## config.mk

```make
export PLATFORM = sky130hd
export DESIGN_NAME = lane_unstriping
export DESIGN_NICKNAME = d
export VERILOG_FILES = /design/src/rtl/lane_unstriping.sv
export SDC_FILE = /design/constraint.sdc
export NUM_CORES = 1
export LEC_CHECK = 0
export ABC_AREA = 1
export CAP_MARGIN = 10
export CELL_PAD_IN_SITES_DETAIL_PLACEMENT = 0
export CELL_PAD_IN_SITES_GLOBAL_PLACEMENT = 1
export CORE_ASPECT_RATIO = 0.5
export CORE_MARGIN = 2
export CORE_UTILIZATION = 38
export CTS_CLUSTER_DIAMETER = 60
export DETAILED_ROUTE_END_ITERATION = 8
export PLACE_DENSITY = 0.86
export RECOVER_POWER = 25
export SLEW_MARGIN = 20
export SYNTH_ARGS = -nofsm -noshare
export SYNTH_HDL_FRONTEND = slang
export SYNTH_SLANG_ARGS = --single-unit
```

## constraint.sdc

```tcl
create_clock -name clk -period 2.28 [get_ports clk]
set_input_delay 0.456 -clock clk [delete_from_list [all_inputs] [get_ports clk]]
set_output_delay 0.456 -clock clk [all_outputs]
set_load 0.005 [all_outputs]
```

## src/rtl/lane_unstriping.sv

```systemverilog
// Lane unstriping: 4-lane byte groups -> one byte per clk in lane order, with STP/END framing; optional UNSTRIPE_SKP_FILTER_EN drops idle-state SKP.
// Latency: lane 0 byte registered one edge after the push; backpressure: inReady low while the 2-group buffer is full.

module lane_unstriping_fifo #(
  parameter int W     = 32,
  parameter int DEPTH = 2
) (
  input  logic         clk,
  input  logic         reset,
  input  logic         push,
  input  logic [W-1:0] push_dat,
  input  logic         pop,
  output logic [W-1:0] head_dat,
  output logic         full,
  output logic         empty
);
  localparam int AW = (DEPTH > 1) ? $clog2(DEPTH) : 1;
  localparam logic [AW:0]   DEPTH_C = (AW+1)'(DEPTH);
  localparam logic [AW-1:0] LAST    = AW'(DEPTH - 1);

  logic [W-1:0]  mem [DEPTH];
  logic [AW-1:0] wr_ptr;
  logic [AW-1:0] rd_ptr;
  logic [AW:0]   count;
  logic          do_push;
  logic          do_pop;

  assign full     = (count == DEPTH_C);
  assign empty    = (count == '0);
  assign do_push  = push && !full;
  assign do_pop   = pop && !empty;
  assign head_dat = mem[rd_ptr];

  always_ff @(posedge clk) begin
    if (do_push) mem[wr_ptr] <= push_dat;
  end

  always_ff @(posedge clk or posedge reset) begin
    if (reset) begin
      wr_ptr <= '0;
      rd_ptr <= '0;
      count  <= '0;
    end else begin
      if (do_push) wr_ptr <= (wr_ptr == LAST) ? '0 : wr_ptr + 1'b1;
      if (do_pop)  rd_ptr <= (rd_ptr == LAST) ? '0 : rd_ptr + 1'b1;
      case ({do_push, do_pop})
        2'b10:   count <= count + 1'b1;
        2'b01:   count <= count - 1'b1;
        default: count <= count;
      endcase
    end
  end
endmodule

module lane_unstriping (
  input  logic       clk,
  input  logic       reset,
  input  logic [7:0] TL0,
  input  logic [7:0] TL1,
  input  logic [7:0] TL2,
  input  logic [7:0] TL3,
  input  logic       inValid,
  output logic       inReady,
  output logic [7:0] toDemux,
  output logic       outValid,
  output logic       inPacket,
  output logic       frameErr
);
  localparam logic [7:0] SKP = 8'h1C;
  localparam logic [7:0] IDL = 8'h7C;
  localparam logic [7:0] STP = 8'hFB;
  localparam logic [7:0] END = 8'hFD;

  typedef enum logic {S_IDLE, S_PKT} state_t;

  state_t      state, state_nxt;
  logic [1:0]  idx;
  logic [31:0] head_dat;
  logic        full;
  logic        empty;
  logic        pop;
  logic [7:0]  lane_byte;
  logic [7:0]  dat_nxt;
  logic        vld_nxt;
  logic        pkt_nxt;
  logic        err_nxt;

  // Lane 0 sits in the low byte so the head group reads out LSB-first.
  lane_unstriping_fifo #(.W(32), .DEPTH(2)) u_grp_fifo (
    .clk      (clk),
    .reset    (reset),
    .push     (inValid),
    .push_dat ({TL3, TL2, TL1, TL0}),
    .pop      (pop),
    .head_dat (head_dat),
    .full     (full),
    .empty    (empty)
  );

  assign inReady   = !full;
  assign pop       = !empty && (idx == 2'd3);
  assign lane_byte = head_dat[{idx, 3'b000} +: 8];

  always_ff @(posedge clk or posedge reset) begin
    if (reset) begin
      idx      <= 2'd0;
      state    <= S_IDLE;
      toDemux  <= 8'h00;
      outValid <= 1'b0;
      inPacket <= 1'b0;
      frameErr <= 1'b0;
    end else begin
      if (!empty) idx <= idx + 2'd1;
      state    <= state_nxt;
      toDemux  <= dat_nxt;
      outValid <= vld_nxt;
      inPacket <= pkt_nxt;
      frameErr <= err_nxt;
    end
  end

  always_comb begin
    state_nxt = state;
    dat_nxt   = toDemux;
    vld_nxt   = 1'b0;
    pkt_nxt   = 1'b0;
    err_nxt   = 1'b0;
    if (!empty) begin
      case (state)
        S_IDLE: begin
          if (lane_byte == STP) begin
            // A packet may only open on lane 0.
            if (idx == 2'd0) begin
              vld_nxt   = 1'b1;
              pkt_nxt   = 1'b1;
              dat_nxt   = lane_byte;
              state_nxt = S_PKT;
            end else begin
              err_nxt = 1'b1;
            end
          end else if (lane_byte == IDL) begin
            vld_nxt = 1'b0;
          end else if (lane_byte == SKP) begin
`ifdef UNSTRIPE_SKP_FILTER_EN
            vld_nxt = 1'b0;
`else
            vld_nxt = 1'b1;
            dat_nxt = lane_byte;
`endif
          end else begin
            err_nxt = 1'b1;
          end
        end
        S_PKT: begin
          if (lane_byte == STP) begin
            err_nxt   = 1'b1;
            state_nxt = S_IDLE;
          end else begin
            vld_nxt = 1'b1;
            pkt_nxt = 1'b1;
            dat_nxt = lane_byte;
            if (lane_byte == END) state_nxt = S_IDLE;
          end
        end
        default: state_nxt = S_IDLE;
      endcase
    end
  end
endmodule

```

# Yosys cells after proc, flatten, opt, wreduce, memory -nomap -nowiden
# Memories as Yosys holds them, arrays and structs flattened.
# Index checks and enable logic that the tools add are counted.
[word_totals]
in_bits = 35
mem_bits_rw = 64
elab_cells = 70
register_bits = 18
memories = 1
[op_classes]
n_bitwise = 2
reduce_logical = 9
shift = 1
n_mux = 31
n_addsub = 5
eq_ne = 12
[memory_table]
columns = ["memory", "words", "width", "rd", "rd_ports_with_merged_regs", "wr", "line", "source"]
rows = [
  ["u_grp_fifo.mem", 2, 32, 1, 0, 1, "21", "logic [W-1:0] mem [DEPTH];"],
]
[ops]
columns = ["cell", "n"]
rows = [
  ["2-to-1 mux 8 bit", 5],
  ["indexed part select 32 x 6 -> 8 bit", 1],
  ["2-to-1 mux 1 bit", 20],
  ["== test 8 bit, second input constant", 2],
  ["one-hot mux 8 bit (2 select lines)", 1],
  ["!= test 3 bit, second input constant", 3],
  ["== test 8 x 5 -> 1 bit, second input constant", 1],
  ["== test 8 x 7 -> 1 bit, second input constant", 1],
  ["one-hot mux 1 bit (2 select lines)", 4],
  ["== test 2 bit, second input constant", 3],
  ["AND reduction 5 bit", 1],
  ["adder 2 x 1 -> 2 bit, second input constant", 2],
  ["logical NOT 2 bit", 2],
  ["one-hot mux 2 bit (2 select lines)", 1],
  ["logical AND 1 bit", 3],
  ["adder 1 bit, second input constant", 2],
  ["== test 2 x 1 -> 1 bit, second input constant", 1],
  ["logical NOT 1 bit", 2],
  ["!= test 2 bit, second input constant", 1],
  ["NOT 1 bit", 2],
  ["nonzero test 2 bit", 1],
  ["subtractor 2 x 1 -> 2 bit, second input constant", 1],
]

# Logic depth before layout (Yosys ltp)
# An unclocked memory read counts as a cell.
[depth]
ltp_word = 8
depth_mapped = 17

# By module
# A second synthesis with hierarchy kept.
[unflattened]
cells_unflattened = 365
hier_area_um2 = 3753.6
[modules_own_cells]
columns = ["module", "area_per_inst_um2", "seq_area_each_um2", "cells_per_inst", "instances"]
rows = [
  ["lane_unstriping_fifo", 2616.3, 2021.9, 200, 1],
  ["lane_unstriping", 1137.3, 350.3, 165, 1],
]

# Worst setup path after synthesis
# Ideal clock, no wire load.
[synth_timing]
kind = "register to register"
startpoint = "register u_grp_fifo.count[0]"
endpoint = "memory u_grp_fifo.mem[1][0] (enable)"
setup_time_ns = 0.422
t_arrival_ns = 2.012
setup_slack_ns = -0.155
stages_incl_launch_ff = 5
cell_sequence = "dfrtp_1 -> inv_1 -> nand2_1 -> nand2_1 -> nor2_1"
[synth_between]
elab_chain_len = 5
[synth_rtl]
columns = ["element", "line", "source"]
rows = [
  ["start: declaration", "24", "logic [AW:0] count;"],
  ["start signal: assignment", "47", "2'b10: count <= count + 1'b1;"],
  ["start signal: assignment", "48", "2'b01: count <= count - 1'b1;"],
  ["start signal: assignment", "49", "default: count <= count;"],
  ["== test 2 bit", "28", "assign full = (count == DEPTH_C);"],
  ["logical NOT 1 bit", "n/a", ""],
  ["via inReady", "63", "output logic inReady,"],
  ["logical AND 1 bit", "30", "assign do_push = push && !full;"],
  ["2-to-1 mux 1 bit", "35", "if (do_push) mem[wr_ptr] <= push_dat;"],
  ["2-to-1 mux 1 bit (not written as such)", "35", ""],
  ["end: declaration", "21", ""],
]
# The timed path passes the listed nets, and every way through them passes these cells.

# Final worst setup path
[layout_timing]
startpoint = "register u_grp_fifo.rd_ptr"
endpoint = "register toDemux[5]"
[layout_between]
elab_chain_len = 6
word_cells_on_any_way = 16
[layout_rtl]
columns = ["element", "line", "source"]
rows = [
  ["start: declaration", "23", "logic [AW-1:0] rd_ptr;"],
  ["start signal: assignment", "45", "if (do_pop) rd_ptr <= (rd_ptr == LAST) ? '0 : rd_ptr + 1'b1;"],
  ["memory read (2 x 32 bit) *", "n/a", ""],
  ["indexed part select 32 x 6 -> 8 bit *", "102", "assign lane_byte = head_dat[{idx, 3'b000} +: 8];"],
  ["branches (longest 4 deep; another with == test 8 bit)", "n/a", ""],
  ["end signal: assignment", "115", "toDemux <= dat_nxt;"],
  ["end: declaration", "64", "output logic [7:0] toDemux,"],
]
# Every way passes the cells marked *. The select of a mux whose other input is x is not followed.
# A chain may end at the register's enable or synchronous reset.

==> results.cfg <==
[status]
status = complete, no violations

[final_layout]
layout_commonest_cell = nand2_1
drive_above_1_share_pct = 8.22
final_cells = 573
num-fill-cells = 872
multi_input_area_um2 = 958
final_cell_mix = nand2_1 (137), inv_1 (66), edfxtp_1 (64), nand3_1 (41)
antenna_cells = 0
regArea_um2 = 2370
area_growth_syn_to_layout_pct = 24.4
nNetsFinal = 471

[timing]
skew_ps = 5.85
grt_setup_unrepaired = false
period_needed_ps = 2030
finalSetupTns_ps = 0
drv_slew = 0
max_clock_freq_mhz = 492
finalHoldViolCount = 0
final-setup-viol-count = 0
relSlewSlack_pct = 53.7
fin_ws_ps = 248
finalCritPeriodShare_pct = 89.1
worst_pin_slew_ps = 693

[grt]
grt_first_pass_wirelength_um = 11800
antenna_found_initial = 0
overflow = 0
grt_pass1_vias = 2422
grt_usage_pct = 14.8
grt_max_degree = 31

[placement]
dpl.hpwl_um = 5010
dp_cells = 557
dp_slack_ps = 265
routabilityCongestion = 0.898
io_buffers = 46

[floorplan]
pin_count = 47
coreArea_um2 = 9450
fp.dieH_um = 73.7
die_w_um = 143
dieArea_um2 = 10600
rows = 25
start_util_pct = 39.1

[clock_network]
holdBufCountCts = 0
cts_buffers = 9
post_cts_buffers = 0
htree_levels = 3
clk_pin_slew_ps = 60
clock_latency_ps = 340
clock_sinks = 82
clk_path_buf_depth = 2
post_cts_resize_count = 0
cts_tree = done
clock-root-buffer = clkbuf_16

[worst_setup_path]
crit_path_max_fanout = 22
rr_worst_depth = 14
worstSetupEndpointType = flop
cp.required_ps = 2500
worstPathArrival_ps = 2260
worstSetupStartpointType = flop
setup.worst_path.class = reg -> reg

[synthesis]
async_flop_share_pct = 22.0
synth_warnings = 0
syn_area_um2 = 3690
syn_nets = 415
synth_cells = 377
ys_seq_area_share_pct = 64.2
ys_seq_elements = 82
synth.distinct_cells = 25
yosys_most_used_dff = edfxtp_1
postSynthAreaPerCell_um2 = 9.80
synth_edf_count = 64

[detailed_routing]
drtAntennaViolNets = 0
routed_wirelength_um = 7140
route.detailed.drc = 0
drt_iter0_markers = 174
wire_per_inst_um = 12.5
drt-vias-per-instance = 4.35
dr.pass1.iters = 4
via_count = 2495

[pwr]
p_per_area_nw_per_um2 = 1280
vdd_drop_max_uv = 413
p_leak_uw = 0.00211

[flow_run]
maxCapViolCount = 0

[worst_hold_path]
hold_path_class = reg -> reg
hold_depth = 2
area by class of cell:
cell class                 instances  share of cell area (%)
clock inverter                     3                   0.899
multi-input combinational        214                    20.9
inverter                          70                    5.83
tap                              135                    3.68
timing repair buffer              56                    11.7
sequential                        82                    51.6
clock buffer                      13                    5.45
worst max-delay path: stages (launching register included):
cell,delay (ps)
dfrtp_1,430
buf_4,290
nor2_1,80
nor2_1,90
nand2_1,50
nand2_1,60
nand2_1,50
nand2_1,130
nand2_1,110
nor2_4,110
nand2_1,110
nand3_4,160
nand2_4,100
nand2_1,80
nand2_1,50
state kept, by name, summed over array words and instances (netlist names), 2 cells and up:
| register | flops |
|---|---|
| u_grp_fifo.count | 2 |
| toDemux | 8 |
| u_grp_fifo.mem | 64 |
| idx | 2 |
cell usage after synthesis, types with 2 or more instances:
| cell type | instances | area (um2) |
|---|---|---|
| o21ai_0 | 3 | 15.0 |
| dfrtp_1 | 18 | 450 |
| nand2_2 | 4 | 25.0 |
| nand2_1 | 137 | 514 |
| inv_1 | 66 | 248 |
| edfxtp_1 | 64 | 1920 |
| a21oi_1 | 2 | 10.0 |
| xor2_1 | 2 | 17.5 |
| buf_6 | 6 | 67.6 |
| nor2_1 | 13 | 48.8 |
| xnor2_1 | 2 | 17.5 |
| buf_2 | 2 | 10.0 |
| buf_4 | 3 | 22.5 |
| ha_1 | 3 | 37.5 |
| nand3_1 | 41 | 205 |
| inv_4 | 2 | 12.5 |
metrics by stage:
step           instance area, um2  hold slack, ps  util, %  power, uW
2_1_floorplan                3700             395        -       3870
3_3_place_gp                 4300             461     45.5       4470
3_5_place_dp                 4300             468     45.5       4510
4_1_cts                      4590             483     48.6       5940
5_1_grt                      4590             515     48.6       6300
6_report                     4590             481     48.6       5870
worst paths after layout:
kind	startpoint	endpoint	slack, ps
min reg2reg	toDemux[6]$_DFFE_PP0P_	toDemux[6]$_DFFE_PP0P_	480
max	u_grp_fifo.rd_ptr$_DFFE_PP0P_	toDemux[5]$_DFFE_PP0P_	250
min	toDemux[6]$_DFFE_PP0P_	toDemux[6]$_DFFE_PP0P_	480
max reg2reg	u_grp_fifo.rd_ptr$_DFFE_PP0P_	toDemux[5]$_DFFE_PP0P_	250
max in group asynchronous	reset	u_grp_fifo.rd_ptr$_DFFE_PP0P_	1310
min in group asynchronous	reset	toDemux[1]$_DFFE_PP0P_	530
per-layer routing:
metal	track usage, %	share of wire [%]
met5	0	0
met4	5.56	1.4
met3	4.30	4.2
met2	23.4	45
met1	19.6	49
cells by family after synthesis:
family,count (synthesis),share of synthesized area [%]
simple gates,201,23.0
buf+inv,81,9.96
fa+ha+maj,3,1.02
flops,82,64.2
compound gates,6,0.813
xor+xnor,4,0.949
report_power, final:
group	internal, uW	total [uW]	leakage [uW]	switching, uW
Combinational	810	2210	0.00115	1390
Clock	878	1430	0.000144	549
Sequential	2060	2240	0.000821	181
No activity file was read; power rests on OpenSTA's default activity.
